`src/rtl/captura_operandos_n.sv`:
```
// rtl/captura_operandos_n.sv - hex keypad operand capture with backspace, early close and handshake re-arm
module captura_operandos_n #(
   parameter int NUM_OPS = 2,
   parameter int DIGITS  = 2,
   localparam int W  = 4 * DIGITS,
   localparam int IW = $clog2(NUM_OPS),
   localparam int NW = $clog2(DIGITS + 1)
) (
   input  logic                 clk,
   input  logic                 rst,
   input  logic [3:0]           tecla,
   input  logic                 tecla_valida,
   input  logic                 tecla_borrar,
   input  logic                 tecla_enter,
   input  logic                 consumido,
   output logic [NUM_OPS*W-1:0] operandos,
   output logic [IW-1:0]        op_idx,
   output logic [NW-1:0]        num_digitos,
   output logic                 ready_operands
);

   typedef enum logic {
      S_CAPTURA = 1'b0,
      S_READY   = 1'b1
   } state_t;

   localparam logic [IW-1:0] LAST_OP  = IW'(NUM_OPS - 1);
   localparam logic [NW-1:0] LAST_DIG = NW'(DIGITS - 1);

   state_t               state_q, state_d;
   logic [NUM_OPS*W-1:0] ops_q, ops_d;
   logic [IW-1:0]        op_idx_q, op_idx_d;
   logic [NW-1:0]        num_q, num_d;
   logic                 ready_q, ready_d;

   logic [31:0]          base;
   logic [W-1:0]         cur;
   logic [W+3:0]         shl_ext;
   logic [W+3:0]         shr_ext;
   logic [W-1:0]         cur_d;
   logic                 wr_cur;
   logic                 close_op;

   // Locate the operand being edited and precompute its shifted variants.
   always_comb begin
      base    = 32'(op_idx_q) * 32'(W);
      cur     = ops_q[base +: W];
      shl_ext = {cur, tecla};
      shr_ext = {4'b0000, cur};
   end

   // Next-state: strobe priority borrar > enter > valida; a closing edge advances immediately.
   always_comb begin
      state_d  = state_q;
      ops_d    = ops_q;
      op_idx_d = op_idx_q;
      num_d    = num_q;
      ready_d  = ready_q;
      cur_d    = cur;
      wr_cur   = 1'b0;
      close_op = 1'b0;
      case (state_q)
         S_CAPTURA: begin
            if (tecla_borrar) begin
               if (num_q != '0) begin
                  cur_d  = shr_ext[W+3:4];
                  wr_cur = 1'b1;
                  num_d  = num_q - 1'b1;
               end
            end else if (tecla_enter) begin
               if (num_q != '0) begin
                  close_op = 1'b1;
               end
            end else if (tecla_valida) begin
               cur_d  = shl_ext[W-1:0];
               wr_cur = 1'b1;
               if (num_q == LAST_DIG) begin
                  close_op = 1'b1;
               end else begin
                  num_d = num_q + 1'b1;
               end
            end
            if (wr_cur) begin
               ops_d[base +: W] = cur_d;
            end
            if (close_op) begin
               num_d = '0;
               if (op_idx_q == LAST_OP) begin
                  state_d = S_READY;
                  ready_d = 1'b1;
               end else begin
                  op_idx_d = op_idx_q + 1'b1;
               end
            end
         end
         S_READY: begin
            if (consumido) begin
               state_d  = S_CAPTURA;
               ops_d    = '0;
               op_idx_d = '0;
               num_d    = '0;
               ready_d  = 1'b0;
            end
         end
         default: begin
            state_d = S_CAPTURA;
         end
      endcase
   end

   // State and output registers; reset discards every operand.
   always_ff @(posedge clk) begin
      if (rst) begin
         state_q  <= S_CAPTURA;
         ops_q    <= '0;
         op_idx_q <= '0;
         num_q    <= '0;
         ready_q  <= 1'b0;
      end else begin
         state_q  <= state_d;
         ops_q    <= ops_d;
         op_idx_q <= op_idx_d;
         num_q    <= num_d;
         ready_q  <= ready_d;
      end
   end

   assign operandos      = ops_q;
   assign op_idx         = op_idx_q;
   assign num_digitos    = num_q;
   assign ready_operands = ready_q;

endmodule

```
`config.mk`:
```
export PLATFORM = sky130hd
export DESIGN_NAME = captura_operandos_n
export DESIGN_NICKNAME = d
export VERILOG_FILES = /design/src/rtl/captura_operandos_n.sv
export SDC_FILE = /design/constraint.sdc
export NUM_CORES = 1
export LEC_CHECK = 0
export BUFFER_PORTS_ARGS = -buffer_cell sky130_fd_sc_hd__buf_2
export CORE_AREA = 3 3 53 45
export CTS_BUF_LIST = sky130_fd_sc_hd__clkbuf_4
export CTS_CLUSTER_DIAMETER = 40
export DETAILED_ROUTE_END_ITERATION = 6
export DIE_AREA = 0 0 56 48
export GPL_TIMING_DRIVEN = 0
export PLACE_DENSITY = 0.88
export SETUP_SLACK_MARGIN = 0.15
export SLEW_MARGIN = 10
export SYNTH_ARGS = -nofsm -noshare
export SYNTH_HDL_FRONTEND = slang
export SYNTH_SLANG_ARGS = --single-unit
export TNS_END_PERCENT = 30
```
`constraint.sdc`:
```
create_clock -name clk -period 4.82 [get_ports clk]
set_input_delay 0.964 -clock clk [delete_from_list [all_inputs] [get_ports clk]]
set_output_delay 0.964 -clock clk [all_outputs]
set_load 0.1 [all_outputs]
```
==> flow_metrics.tcl <==
set metrics [dict create \
    num_antenna_cells 0 \
    final_util 0.659 \
    start_util 0.558 \
    layout_commonest_cell "buf_2" \
    overflow 0 \
    worst_slew_pin_slew_ns 0.807 \
    status "finished clean" \
    postCtsSetupRepairBufs 0 \
    syn_nets 111 \
    hp-class "flip-flop to flip-flop" \
    gp_congestion 0.743 \
    worstPathRequired_ns 3.86 \
    wl_met3_um 205 \
    p_per_area_nw_per_um2 308 \
    min_period_ns 2.13 \
    path_cells "buf_2" \
    cts-htree-levels 1 \
    cp-start-kind "flip-flop" \
    drc 0 \
    finalHoldViolCount 0 \
    die_x_um 56 \
    synth-edff-count 0 \
    rsz0062_at_grt "no" \
    die_area_sq_um 2690 \
    syn_inst 99 \
    clock-skew-final_ns 0.00559 \
    io_pins 30 \
    routedWlPerCell_um 16.8 \
    finalWirelength_um 2580 \
    antenna_left 0 \
    cts_buffer_depth 2 \
    ys_types 32 \
    worstSetupPathType "flip-flop to output pin" \
    setup.worst_path.start "operandos[14]" \
    max_freq_ghz 0.470 \
    num_vias 920 \
    postLayoutCellArea_sq_um 1250 \
    grt_pass1_wl_um 3840 \
    crit_arrival_ns 1.16 \
    slowest_delay_ns 0.45 \
    clock-root-buffer "clkbuf_4" \
    setup_slack_ns 2.69 \
    p_total_w 0.000384 \
    slowest_stage "buf_2" \
    cp.buffers_inverters 1 \
    drv_cap 0 \
    endpoint_kind "output pin" \
    die_h_um 48 \
    synth_top_area_cell "dfxtp_1" \
    netlist_top_cells_area "dfxtp_1, a221o_1, a22o_1, nor3b_2, mux2i_1" \
    cts_tree "yes" \
    wl_met1_um 1170 \
    grt_pass1_vias 826 \
    p_leak_nw 0.548 \
    core_area_sq_um 1890 \
    worstSkewPairLatency_ns 0.32 \
    finalSetupTns_ns 0 \
    area_growth_syn_to_layout_pct 18.3 \
    yosysSeqAreaShare 0.399 \
    dr.first_iter.drc_count 33 \
    synth_top_area_share 0.399 \
    cp_max_fo 3 \
    maxSlewViolCount 0 \
    num_rows 14 \
    syn_area_sq_um 1050 \
    viasPerCell 5.97 \
    routed.top_layer "met4" \
    placed_area_sq_um 1220 \
    drive_above_1_share 0.369 \
    relSlewSlack 0.454 \
    met2_length_um 1190 \
    period_share 0.441 \
    portBuffers 27 \
    numCtsBuffers 3 \
    r2r_start "num_digitos[0]" \
    holdBufCountCts 0 \
    post-place-ws_ns 2.58 \
    final_cell_mix "buf_2, dfxtp_1, nor2_1, a22o_1, a221o_1" \
    final_nets 143 \
    hold_start "num_digitos[0]" \
    antenna_found_initial 0 \
    track_usage 0.193 \
    fillers 154 \
    firstDrtPassIters 4 \
    avgSynthCellArea_sq_um 10.7 \
    ys_ff_latch 21 \
    grt_max_degree 13 \
    cts_resized 0 \
    ys.flop_type "dfxtp_1" \
    critPathTopFamily "buffers and inverters" \
    clk_pin_slew_ns 0.12 \
    async_flop_share 0 \
    ir_worst_vdd_v 0.000245 \
    hpwl_um 1870 \
    clock-sinks 21 \
    finalSetupViolCount 0 \
    yosys_warnings 0 \
]
[power by group]
part / internal, W / switching (W)
sequential: 0.000179 / 0.00000382
combinational: 0.0000308 / 0.0000826
clock: 0.0000311 / 0.0000570
total: 0.000241 / 0.000143
[synthesized netlist by cell type (3+ instances only)]
cell type,count
dfxtp_1,21
nand2_1,4
nor2_1,9
a221o_1,8
a22o_1,9
and3_1,5
inv_1,4
mux2i_1,4
buf_2,3
nor3b_2,5
[sequential cells by signal (all words and copies together), names as in the netlist]
register        count
operandos          16
op_idx              1
ready_operands      1
state_q             1
num_digitos         2
[cells by family (layout without fill, tap and decap cells)]
group,Yosys count,in the layout,synth area share
buffers and inverters,9,40,0.0463
adder cells (fa/ha/maj),2,2,0.0237
XOR/XNOR,1,1,0.00831
AND/OR/NAND/NOR,34,34,0.230
flip-flops,21,21,0.399
multiplexers,4,4,0.0380
AO/OA/AOI/OAI,28,28,0.255
[worst paths after layout]
kind                    endpoint  slack (ns)  cells past startpoint
setup / recovery   operandos[14]        2.69                      1
hold / removal    num_digitos[0]        0.52                      2
setup reg to reg    operandos[8]        2.98                      5
hold reg to reg   num_digitos[0]        0.52                      2
[per-stage QoR]
step	cells	hold slack, ns
after global placement	150	0.477
after detailed placement	150	0.483
after global routing	154	0.527
after floorplan	99	0.638
final	154	0.516
after CTS	154	0.516
[area by class of cell]
class                      instances  area (sq um)  share of cell area
multi-input combinational         69           586               0.469
sequential                        21           420               0.337
timing repair buffer              27           135               0.108
buffer                             5          33.8              0.0271
tap                               24          30.0              0.0241
clock buffer                       3          22.5              0.0181
inverter                           4          15.0              0.0120
clock inverter                     1          5.00             0.00401
[layer usage]
metal	up-vias	global-route usage
met5	-	0
met4	0	0.0711
met3	2	0.0512
met2	41	0.333
met1	428	0.240
li1	449	-
Power figures use the tool's default switching activity.
